`src/rtl/rv32_instr_encoder_pkg.sv`:
```
`default_nettype none
// ============================================================================
// Module   : riscy_pkg
// Purpose  : Shared types and constants for the RV32I instruction encoder:
//            instruction format enum, base opcodes, the canonical NOP and the
//            signed immediate ranges each format can carry.
// Ports    : none (package)
// Revision : 1.0 - initial release
// ============================================================================
package riscy_pkg;

    typedef enum logic [2:0] {
        FMT_R = 3'd0,
        FMT_I = 3'd1,
        FMT_S = 3'd2,
        FMT_B = 3'd3,
        FMT_U = 3'd4,
        FMT_J = 3'd5
    } fmt_e;

    localparam logic [6:0] OP_R      = 7'h33;
    localparam logic [6:0] OP_IMM    = 7'h13;
    localparam logic [6:0] OP_LOAD   = 7'h03;
    localparam logic [6:0] OP_STORE  = 7'h23;
    localparam logic [6:0] OP_BRANCH = 7'h63;
    localparam logic [6:0] OP_JAL    = 7'h6F;
    localparam logic [6:0] OP_LUI    = 7'h37;

    // addi x0, x0, 0
    localparam logic [31:0] NOP_INSTR = 32'h0000_0013;

    localparam int IMM_I_MIN = -2048;
    localparam int IMM_I_MAX = 2047;
    localparam int IMM_B_MIN = -4096;
    localparam int IMM_B_MAX = 4094;
    localparam int IMM_J_MIN = -(1 << 20);
    localparam int IMM_J_MAX = (1 << 20) - 2;

    function automatic logic imm_in_range(input logic [31:0] imm, input int lo, input int hi);
        return ($signed(imm) >= lo) && ($signed(imm) <= hi);
    endfunction

endpackage
`default_nettype wire

```
`src/rtl/rv32_imm_pack.sv`:
```
`default_nettype none
// ============================================================================
// Module   : rv32_imm_pack
// Purpose  : Combinational immediate scatter for RV32I. Places the immediate
//            (and the R/I-shift funct7 bit) into its instruction bit slots,
//            flags whether the immediate is representable, and reports which
//            register/funct3 fields the format uses.
// Ports    : i_fmt, i_funct3, i_funct7, i_imm  -> field selection inputs
//            o_imm_bits  immediate bits already at their instruction position
//            o_legal     bundle is encodable
//            o_use_*     rd / rs1 / rs2 / funct3 fields present in the format
// Revision : 1.0 - initial release
// ============================================================================
module rv32_imm_pack
    import riscy_pkg::*;
(
    input  logic [2:0]  i_fmt,
    input  logic [2:0]  i_funct3,
    input  logic        i_funct7,
    input  logic [31:0] i_imm,
    output logic [31:0] o_imm_bits,
    output logic        o_legal,
    output logic        o_use_rd,
    output logic        o_use_rs1,
    output logic        o_use_rs2,
    output logic        o_use_f3
);

    logic w_shift;

    // slli / srli / srai: the upper immediate slot carries funct7, not a value
    assign w_shift = (i_funct3 == 3'd1) || (i_funct3 == 3'd5);

    always_comb begin
        o_imm_bits = 32'h0;
        o_legal    = 1'b0;
        o_use_rd   = 1'b0;
        o_use_rs1  = 1'b0;
        o_use_rs2  = 1'b0;
        o_use_f3   = 1'b0;
        case (i_fmt)
            FMT_R: begin
                o_imm_bits[30] = i_funct7;
                o_legal        = 1'b1;
                o_use_rd       = 1'b1;
                o_use_rs1      = 1'b1;
                o_use_rs2      = 1'b1;
                o_use_f3       = 1'b1;
            end
            FMT_I: begin
                if (w_shift) begin
                    o_imm_bits[31:20] = {1'b0, i_funct7, 5'b0, i_imm[4:0]};
                    o_legal           = (i_imm[31:5] == 27'h0);
                end else begin
                    o_imm_bits[31:20] = i_imm[11:0];
                    o_legal           = imm_in_range(i_imm, IMM_I_MIN, IMM_I_MAX);
                end
                o_use_rd  = 1'b1;
                o_use_rs1 = 1'b1;
                o_use_f3  = 1'b1;
            end
            FMT_S: begin
                o_imm_bits[31:25] = i_imm[11:5];
                o_imm_bits[11:7]  = i_imm[4:0];
                o_legal           = imm_in_range(i_imm, IMM_I_MIN, IMM_I_MAX);
                o_use_rs1         = 1'b1;
                o_use_rs2         = 1'b1;
                o_use_f3          = 1'b1;
            end
            FMT_B: begin
                o_imm_bits[31]    = i_imm[12];
                o_imm_bits[30:25] = i_imm[10:5];
                o_imm_bits[11:8]  = i_imm[4:1];
                o_imm_bits[7]     = i_imm[11];
                o_legal           = imm_in_range(i_imm, IMM_B_MIN, IMM_B_MAX) && !i_imm[0];
                o_use_rs1         = 1'b1;
                o_use_rs2         = 1'b1;
                o_use_f3          = 1'b1;
            end
            FMT_U: begin
                o_imm_bits[31:12] = i_imm[31:12];
                o_legal           = (i_imm[11:0] == 12'h0);
                o_use_rd          = 1'b1;
            end
            FMT_J: begin
                o_imm_bits[31]    = i_imm[20];
                o_imm_bits[30:21] = i_imm[10:1];
                o_imm_bits[20]    = i_imm[11];
                o_imm_bits[19:12] = i_imm[19:12];
                o_legal           = imm_in_range(i_imm, IMM_J_MIN, IMM_J_MAX) && !i_imm[0];
                o_use_rd          = 1'b1;
            end
            default: o_legal = 1'b0;
        endcase
    end

endmodule
`default_nettype wire

```
`src/rtl/rv32_instr_encoder.sv`:
```
`default_nettype none
// ============================================================================
// Module   : rv32_instr_encoder
// Purpose  : Packs RV32I field bundles into 32-bit instruction words with a
//            byte-address tag. One output register stage, valid/ready on both
//            sides, one word per cycle. Unencodable bundles become a NOP with
//            out_err set and latch err_sticky.
// Ports    : clk, rst_n                  clock, async active-low reset
//            in_valid/in_ready + in_*    field bundle input
//            out_valid/out_ready         encoded word handshake
//            out_instr, out_addr, out_err encoded word, address, illegal flag
//            addr_load, addr_base        reload of the next-word address
//            err_sticky, err_clr         sticky illegal-bundle flag
//            word_cnt                    output handshakes since reset
// Revision : 1.0 - initial release
// ============================================================================
module rv32_instr_encoder
    import riscy_pkg::*;
#(
    parameter int                ADDR_W     = 32,
    parameter logic [ADDR_W-1:0] RESET_ADDR = '0
)(
    input  logic              clk,
    input  logic              rst_n,
    input  logic              in_valid,
    output logic              in_ready,
    input  logic [2:0]        in_fmt,
    input  logic [6:0]        in_op,
    input  logic [2:0]        in_funct3,
    input  logic              in_funct7,
    input  logic [4:0]        in_rd,
    input  logic [4:0]        in_rs1,
    input  logic [4:0]        in_rs2,
    input  logic [31:0]       in_imm,
    output logic              out_valid,
    input  logic              out_ready,
    output logic [31:0]       out_instr,
    output logic [ADDR_W-1:0] out_addr,
    output logic              out_err,
    input  logic              addr_load,
    input  logic [ADDR_W-1:0] addr_base,
    output logic              err_sticky,
    input  logic              err_clr,
    output logic [15:0]       word_cnt
);

    localparam logic [ADDR_W-1:0] c_ADDR_STEP = ADDR_W'(4);

    logic              r_valid_q,     w_valid_d;
    logic [31:0]       r_instr_q,     w_instr_d;
    logic [ADDR_W-1:0] r_addr_q,      w_addr_d;
    logic              r_err_q,       w_err_d;
    logic              r_sticky_q,    w_sticky_d;
    logic [15:0]       r_cnt_q,       w_cnt_d;
    logic [ADDR_W-1:0] r_next_addr_q, w_next_addr_d;

    logic        w_accept;
    logic        w_out_hs;
    logic [31:0] w_imm_bits;
    logic        w_legal;
    logic        w_use_rd;
    logic        w_use_rs1;
    logic        w_use_rs2;
    logic        w_use_f3;
    logic [31:0] w_word;

    rv32_imm_pack u_imm_pack (
        .i_fmt      (in_fmt),
        .i_funct3   (in_funct3),
        .i_funct7   (in_funct7),
        .i_imm      (in_imm),
        .o_imm_bits (w_imm_bits),
        .o_legal    (w_legal),
        .o_use_rd   (w_use_rd),
        .o_use_rs1  (w_use_rs1),
        .o_use_rs2  (w_use_rs2),
        .o_use_f3   (w_use_f3)
    );

    assign in_ready = !r_valid_q || out_ready;
    assign w_accept = in_valid && in_ready;
    assign w_out_hs = r_valid_q && out_ready;

    // Register fields never overlap the immediate slots of the formats that use them
    assign w_word = w_imm_bits | {7'b0,
                                  w_use_rs2 ? in_rs2    : 5'b0,
                                  w_use_rs1 ? in_rs1    : 5'b0,
                                  w_use_f3  ? in_funct3 : 3'b0,
                                  w_use_rd  ? in_rd     : 5'b0,
                                  in_op};

    always_comb begin
        w_valid_d     = r_valid_q;
        w_instr_d     = r_instr_q;
        w_addr_d      = r_addr_q;
        w_err_d       = r_err_q;
        w_sticky_d    = r_sticky_q;
        w_cnt_d       = r_cnt_q;
        w_next_addr_d = r_next_addr_q;

        if (w_out_hs) begin
            w_valid_d = 1'b0;
            w_cnt_d   = r_cnt_q + 16'd1;
        end

        if (w_accept) begin
            w_valid_d = 1'b1;
            w_instr_d = w_legal ? w_word : NOP_INSTR;
            w_err_d   = !w_legal;
            w_addr_d  = r_next_addr_q;
        end

        // The address step is taken when a word is tagged rather than when it
        // leaves: every tagged word leaves by handshake (or is wiped by reset),
        // so the sequence is identical, a back-to-back accept gets the stepped
        // address without a bypass, and a reload during a hold is not stepped
        // past by the held word's later handshake.
        if (addr_load) begin
            w_next_addr_d = addr_base;
        end else if (w_accept) begin
            w_next_addr_d = r_next_addr_q + c_ADDR_STEP;
        end

        // A new illegal bundle beats a simultaneous clear
        if (w_accept && !w_legal) begin
            w_sticky_d = 1'b1;
        end else if (err_clr) begin
            w_sticky_d = 1'b0;
        end
    end

    always_ff @(posedge clk or negedge rst_n) begin
        if (!rst_n) begin
            r_valid_q     <= 1'b0;
            r_instr_q     <= 32'h0;
            r_addr_q      <= RESET_ADDR;
            r_err_q       <= 1'b0;
            r_sticky_q    <= 1'b0;
            r_cnt_q       <= 16'h0;
            r_next_addr_q <= RESET_ADDR;
        end else begin
            r_valid_q     <= w_valid_d;
            r_instr_q     <= w_instr_d;
            r_addr_q      <= w_addr_d;
            r_err_q       <= w_err_d;
            r_sticky_q    <= w_sticky_d;
            r_cnt_q       <= w_cnt_d;
            r_next_addr_q <= w_next_addr_d;
        end
    end

    assign out_valid  = r_valid_q;
    assign out_instr  = r_instr_q;
    assign out_addr   = r_addr_q;
    assign out_err    = r_err_q;
    assign err_sticky = r_sticky_q;
    assign word_cnt   = r_cnt_q;

endmodule
`default_nettype wire

```
`config.mk`:
```
export PLATFORM = sky130hd
export DESIGN_NAME = rv32_instr_encoder
export DESIGN_NICKNAME = d
export VERILOG_FILES = /design/src/rtl/rv32_instr_encoder_pkg.sv /design/src/rtl/rv32_imm_pack.sv /design/src/rtl/rv32_instr_encoder.sv
export SDC_FILE = /design/constraint.sdc
export NUM_CORES = 1
export LEC_CHECK = 0
export BUFFER_PORTS_ARGS = -buffer_cell sky130_fd_sc_hd__buf_4
export CORE_MARGIN = 2
export CORE_UTILIZATION = 55
export CTS_CLUSTER_SIZE = 12
export DETAILED_ROUTE_END_ITERATION = 16
export PLACE_DENSITY = 0.86
export SETUP_SLACK_MARGIN = 0.3
export SLEW_MARGIN = 0
export SYNTH_ARGS = -nofsm -noshare
export SYNTH_HDL_FRONTEND = slang
export SYNTH_SLANG_ARGS = --single-unit
```
`constraint.sdc`:
```
create_clock -name clk -period 5.5 [get_ports clk]
set_input_delay 0.825 -clock clk [delete_from_list [all_inputs] [get_ports clk]]
set_output_delay 0.825 -clock clk [all_outputs]
set_load 0.01 [all_outputs]
```
==> results of run 1 <==
==> power by group through the flow <==
stage               clock network, mW  logic [mW]  registers (mW)
floorplan                           0       0.177            1.07
global placement                    0       0.455            1.05
detailed placement                  0       0.467            1.05
CTS                              1.11       0.474            1.04
global route                     1.16       0.516            1.05
finish                           1.10       0.473            1.04
==> flip-flops by register name, summed over array words and instances (netlist names) <==
| name | count |
|---|---|
| r_next_addr_q | 32 |
| out_err | 1 |
| out_addr | 32 |
| err_sticky | 1 |
| word_cnt | 16 |
| out_instr | 32 |
| out_valid | 1 |
==> routing by layer <==
metal	track usage	routed length, um
met1	0.401	6800
met5	0	0
met2	0.502	8160
met4	0.125	431
met3	0.0668	995
==> worst max-delay path by stage <==
stage                          from           endpoint  slack (ns)  cells past startpoint
final                     in_fmt[2]      out_instr[26]        2.83                      7
after global routing      in_fmt[2]       out_instr[2]        2.55                      7
after CTS                 in_fmt[2]      out_instr[26]        2.90                      7
after detailed placement  in_fmt[2]      out_instr[26]        2.38                      7
after global placement    in_fmt[2]            out_err        2.49                      7
after floorplan           out_ready  r_next_addr_q[30]        3.05                      7
==> worst max-delay path: cells and delay by family <==
kind	cells	cell delay, ns
compound gates	2	0.40
simple gates	2	1.07
buf+inv	3	0.73
==> kinds of logic after synthesis <==
group | count (synthesis) | share of synthesized area
xor+xnor | 44 | 0.0684
fa+ha+maj | 2 | 0.00444
compound gates | 116 | 0.132
mux | 12 | 0.0229
buf+inv | 41 | 0.0288
simple gates | 277 | 0.233
flops | 115 | 0.510
==> layout by cell type (no fill, tap or decap), types with 2 or more instances in the layout <==
cell type	Yosys	final
a21oi_1	19	19
a221o_1	12	12
a221oi_1	6	6
a22o_1	7	7
a31oi_1	2	2
and3_1	7	7
and4_1	3	3
buf_4	0	186
bufinv_16	0	3
clkbuf_16	0	16
clkinv_4	0	2
clkinvlp_4	0	4
dfrtp_1	115	115
ha_1	2	2
inv_1	7	7
inv_6	0	4
mux2_2	7	7
mux2i_1	5	5
nand2_1	164	163
nand2b_1	7	7
nand3_1	16	16
nand3b_1	2	2
nand4_1	23	23
nor2_1	18	18
nor2b_1	6	6
nor3_1	9	9
nor3_2	2	2
nor3b_1	2	2
nor4_1	7	7
o21ai_0	53	53
o21ai_1	3	3
o31a_1	4	4
o31ai_1	5	5
xnor2_1	22	22
xor2_1	22	22
==> cell type report <==
| type | instances | area, um2 |
|---|---|---|
| Sequential cell | 115 | 2880 |
| Clock inverter | 14 | 178 |
| Inverter | 7 | 26.3 |
| Timing Repair Buffer | 186 | 1400 |
| Tap cell | 133 | 166 |
| Multi-Input combinational cell | 451 | 2600 |
| Clock buffer | 17 | 414 |
| Fill cell | 678 | 2200 |
==> results_dict.tcl, run 1 <==
set metrics [dict create \
    postCtsSetupRepairBufs 0 \
    place_hpwl_um 11600 \
    cp-start-kind "primary input" \
    syn_area_per_cell_um2 9.29 \
    r2r-start "out_valid" \
    leakage_nw 3.61 \
    tns_ns 0 \
    grt_pass1_wl_um 27200 \
    r2r_slack_ns 3.10 \
    critPathMaxFanout 34 \
    total_power_mw 2.62 \
    first_global_vias 5426 \
    io_pins 183 \
    irDropWorstVdd_mv 0.204 \
    slowest_stage "nor2_1" \
    whs_ns 0.438 \
    power.share.switching 0.285 \
    power.switching_uw 745 \
    die_x_um 105 \
    required_ns 5.87 \
    cpMostUsedCell "buf_4" \
    postCtsHoldBufs 0 \
    timing.critical_path.cells "buf_4, inv_1, nor2_1, nand3b_1, a41oi_2, buf_4, o21ai_0" \
    cts_resized 0 \
    grt.total_usage 0.308 \
    initial_core_util 0.572 \
    routed_wl_um 16400 \
    antenna_found_initial 0 \
    synth_seq_cells 115 \
    async_flop_share 1.00 \
    antenna_cells 0 \
    yosysWarnings 0 \
    layout-drive-gt1-share 0.295 \
    finalHoldViolCount 0 \
    critPathKind "primary input to flip-flop" \
    synthToLayoutAreaGrowth_pct 35.9 \
    fin_cells 923 \
    rsz0062_at_grt "false" \
    maxCapViolations 0 \
    ys.flop_type "dfrtp_1" \
    synth_top_cell_area_share 0.510 \
    worstPathArrival_ns 3.05 \
    place_area_um2 7070 \
    grt_max_degree 77 \
    synth_edf_count 0 \
    fin_crit_sh 0.486 \
    syn-num-nets 708 \
    yosys-top-cells-area "dfrtp_1 (51%), nand2_1 (11%), o21ai_0 (4.7%)" \
    worstRegToRegCells 6 \
    yosysSeqAreaShare 0.510 \
    path_clk_slew_ns 0.06 \
    cts_buffer_depth 2 \
    reg2reg_to "r_next_addr_q[26]" \
    pre_cts_ws_ns 2.38 \
    endpoint_kind "flip-flop" \
    relSlewSlack 0.275 \
    ant_nets 0 \
    overflow 0 \
    critical-path-max-stage-delay_ns 0.88 \
    ys_top_cells_by_count "nand2_1 (164), dfrtp_1 (115), o21ai_0 (53)" \
    vias 5334 \
    finalCriticalPeriod_ns 2.67 \
    synthCells 607 \
    max_slew.worst_pin.slew_ns 1.08 \
    p_int_mw 1.87 \
    num_rows 36 \
    drt-pass1-iter-count 5 \
    gp_congestion 0.906 \
    root_buffer "clkbuf_8" \
    seq_power_share 0.398 \
    maxSlewViolCount 0 \
    syn_area_um2 5640 \
    clkSinkCount 115 \
    synth.distinct_cells 48 \
    yosys.area.top_type "dfrtp_1" \
    outcome "finished clean" \
    port_buffers 182 \
    layout_setup_ws_ns 2.83 \
    powerDensity_nw_per_um2 341 \
    chipHeight_um 105 \
    post-route-util 0.777 \
    routedWlPerCell_um 17.8 \
    hp-class "primary input to asynchronous set/reset pin" \
    die-area_um2 11100 \
    cts_tree "built" \
    finalSetupViolCount 0 \
    drt-vias-per-instance 5.78 \
    drc 0 \
    place_inst 892 \
    p_clk_frac 0.422 \
    core_um2 9860 \
    drtIter0Drc 370 \
    fin_nets 879 \
    finalInstanceArea_um2 7660 \
    combPwrFrac 0.181 \
    clk_latency_ns 0.52 \
    numCtsBuffers 17 \
    htreeDepth 4 \
    synth_most_common_cell "nand2_1" \
    max_freq_mhz 374 \
    clock_skew_ns 0.00886 \
]
Power figures use the tool's default switching activity.
==> run 2, diff against run 1 <==
- ABC_AREA: unset -> 1
- CORE_UTILIZATION: 55 -> 53
- PLACE_DENSITY: 0.86 -> 0.81
- clock period: 5.5 -> 2.7 ns (I/O delays scaled with it)
==> run 2 against run 1 <==
Final area grew 11%. Core utilization is 6.4 points lower. Largest power group unchanged. Total power up 110%.
==> results_dict.tcl, run 2 <==
set metrics [dict create \
    outcome "finished clean" \
    vias 6335 \
    synth_top_cell_area_share 0.448 \
    powerDensity_nw_per_um2 647 \
    max_freq_mhz 497 \
    fin_crit_sh 0.746 \
    ant_nets 0 \
    antenna_found_initial 0 \
    synth.distinct_cells 35 \
    total_power_mw 5.49 \
    synth_simple_gate_area_share 0.315 \
    clock_skew_ns 0.00667 \
    maxCapViolations 0 \
    hp-class "primary input to flip-flop" \
    synth_xor_area_frac 0.0477 \
    cts_buffer_depth 2 \
    async_flop_share 1.00 \
    r2r_slack_ns 0.69 \
    place_area_um2 7870 \
    synth_most_common_cell "nand2_1" \
    postCtsHoldBufs 1 \
    numCtsBuffers 17 \
    syn_area_um2 6430 \
    syn-num-nets 952 \
    drc 0 \
    drt-vias-per-instance 5.32 \
    routedWlPerCell_um 15.7 \
    grt_max_degree 63 \
    yosysWarnings 0 \
    clkSinkCount 115 \
    die_x_um 114 \
    fin_cells 1191 \
    cpMostUsedCell "inv_1" \
    slowest_stage "inv_1" \
    critPathKind "flip-flop to flip-flop" \
    grt.total_usage 0.299 \
    yosysSeqAreaShare 0.448 \
    yosys-top-cells-area "dfrtp_1 (45%), nand2_1 (16%), inv_1 (5.6%)" \
    cp-start-kind "flip-flop" \
    clk_latency_ns 0.42 \
    relSlewSlack 0.510 \
    ys_top_cells_by_count "nand2_1 (266), dfrtp_1 (115), inv_1 (96)" \
    first_global_vias 5909 \
    rsz0062_at_grt "false" \
    num_rows 40 \
    synth.mux.area_fraction 0 \
    core_um2 11900 \
    fin_nets 1132 \
    r2r-start "out_valid" \
    htreeDepth 4 \
    die-area_um2 13000 \
    cts_resized 0 \
    drt-pass1-iter-count 5 \
    synth_compound_area_frac 0.0973 \
    place_hpwl_um 14000 \
    endpoint_kind "flip-flop" \
    layout_commonest_cell "nand2_1" \
    finalInstanceArea_um2 8490 \
    chipHeight_um 114 \
    yosys.area.top_type "dfrtp_1" \
    synth_top_family_by_area "simple AND/OR/NAND/NOR gates" \
    max_slew.worst_pin.slew_ns 0.734 \
    finalHoldViolCount 0 \
    postCtsSetupRepairBufs 0 \
    ys.flop_type "dfrtp_1" \
    overflow 0 \
    synthCells 851 \
    maxSlewViolCount 0 \
    routed_wl_um 18700 \
    reg2reg_to "r_next_addr_q[31]" \
    synth_seq_cells 115 \
    place_inst 1158 \
    synth_adder_area_share 0.00389 \
    timing.critical_path.cells "nand2_1, nand2_4, inv_1, nor2_2, inv_1, o21ai_0, inv_1, nand2_1" \
    io_pins 183 \
    finalCriticalPeriod_ns 2.01 \
    critical-path-max-stage-delay_ns 0.56 \
    root_buffer "clkbuf_16" \
    irDropWorstVdd_mv 0.434 \
    layout-drive-gt1-share 0.249 \
    finalSetupViolCount 0 \
    drtIter0Drc 507 \
    port_buffers 182 \
    synthToLayoutAreaGrowth_pct 32.0 \
    tns_ns 0 \
    crit_start "out_valid" \
    path_clk_slew_ns 0.06 \
    antenna_cells 0 \
    leakage_nw 4.39 \
    grt_pass1_wl_um 30100 \
    required_ns 3.01 \
    worstPathArrival_ns 2.32 \
    layout_common_cells "nand2_1 (265), buf_4 (186), dfrtp_1 (115)" \
    initial_core_util 0.540 \
    worstSetupEndpoint "r_next_addr_q[31]" \
    gp_congestion 0.965 \
    worstRegToRegCells 8 \
    critPathMaxFanout 42 \
    syn_area_per_cell_um2 7.55 \
    synth_edf_count 0 \
    cts_tree "built" \
]
-- run 2: changes by cell type after synthesis, moves of 9 or more --
| cell | before | now |
|---|---|---|
| a221o_1 | 12 | 0 |
| inv_1 | 7 | 96 |
| clkbuf_1 | 29 | 12 |
| nand2_1 | 164 | 266 |
| a21oi_1 | 19 | 8 |
| nor2_1 | 18 | 75 |
| o221ai_1 | 1 | 10 |
| inv_2 | 0 | 11 |
| xnor2_1 | 22 | 5 |
| nand3_1 | 16 | 52 |
| o211ai_1 | 1 | 15 |
-- run 2: cells by family (layout without fill, tap and decap cells) --
logic type	Yosys count	after routing
simple gates	463	463
buf+inv	134	327
flops	115	115
compound gates	102	102
xor+xnor	35	35
fa+ha+maj	2	2
-- run 2: worst max-delay path: cells and delay by family (launching register included) --
kind,cells,cell delay [ns]
AO/OA/AOI/OAI,1,0.16
AND/OR/NAND/NOR,4,0.52
flip-flops,1,0.39
buffers and inverters,3,0.82
-- run 2: final cells by class --
class | instances | area, um2
Fill cell | 982 | 3430
Multi-Input combinational cell | 602 | 2990
Sequential cell | 115 | 2880
Timing Repair Buffer | 188 | 1430
Clock buffer | 20 | 447
Inverter | 107 | 402
Tap cell | 147 | 184
Clock inverter | 12 | 158
-- run 2: per-layer routing --
metal	vias to the layer above	GRT usage	wire length, um
met5	-	0	0
met4	0	0.101	380
met3	29	0.0736	1440
met2	287	0.462	8590
met1	2929	0.414	8330
li1	3090	-	-
-- run 2: worst min-delay path by stage --
| stage | startpoint | to | slack, ns | depth (start not counted) |
|---|---|---|---|---|
| floorplan | rst_n | err_sticky | 0.11 | 0 |
| CTS | addr_base[0] | r_next_addr_q[0] | 0.19 | 3 |
| global placement | rst_n | out_addr[19] | 0.37 | 1 |
| detailed placement | rst_n | out_addr[14] | 0.37 | 1 |
| global route | addr_base[0] | r_next_addr_q[0] | 0.20 | 3 |
| finish | addr_base[0] | r_next_addr_q[0] | 0.20 | 3 |
-- run 2: metrics by stage --
step | setup slack (ns) | hold slack, ns | utilization
6_report | 0.686 | 0.201 | 0.712
2_1_floorplan | 1.09 | 0.109 | -
3_3_place_gp | 0.607 | 0.371 | 0.661
5_1_grt | 0.533 | 0.201 | 0.712
3_5_place_dp | 0.562 | 0.370 | 0.661
4_1_cts | 0.700 | 0.189 | 0.712
-- run 2: power by group --
| part | switching [mW] | internal [mW] | leakage [nW] |
|---|---|---|---|
| clock | 0.811 | 1.47 | 0.286 |
| sequential | 0.186 | 1.94 | 1.44 |
| combinational | 0.606 | 0.478 | 2.66 |
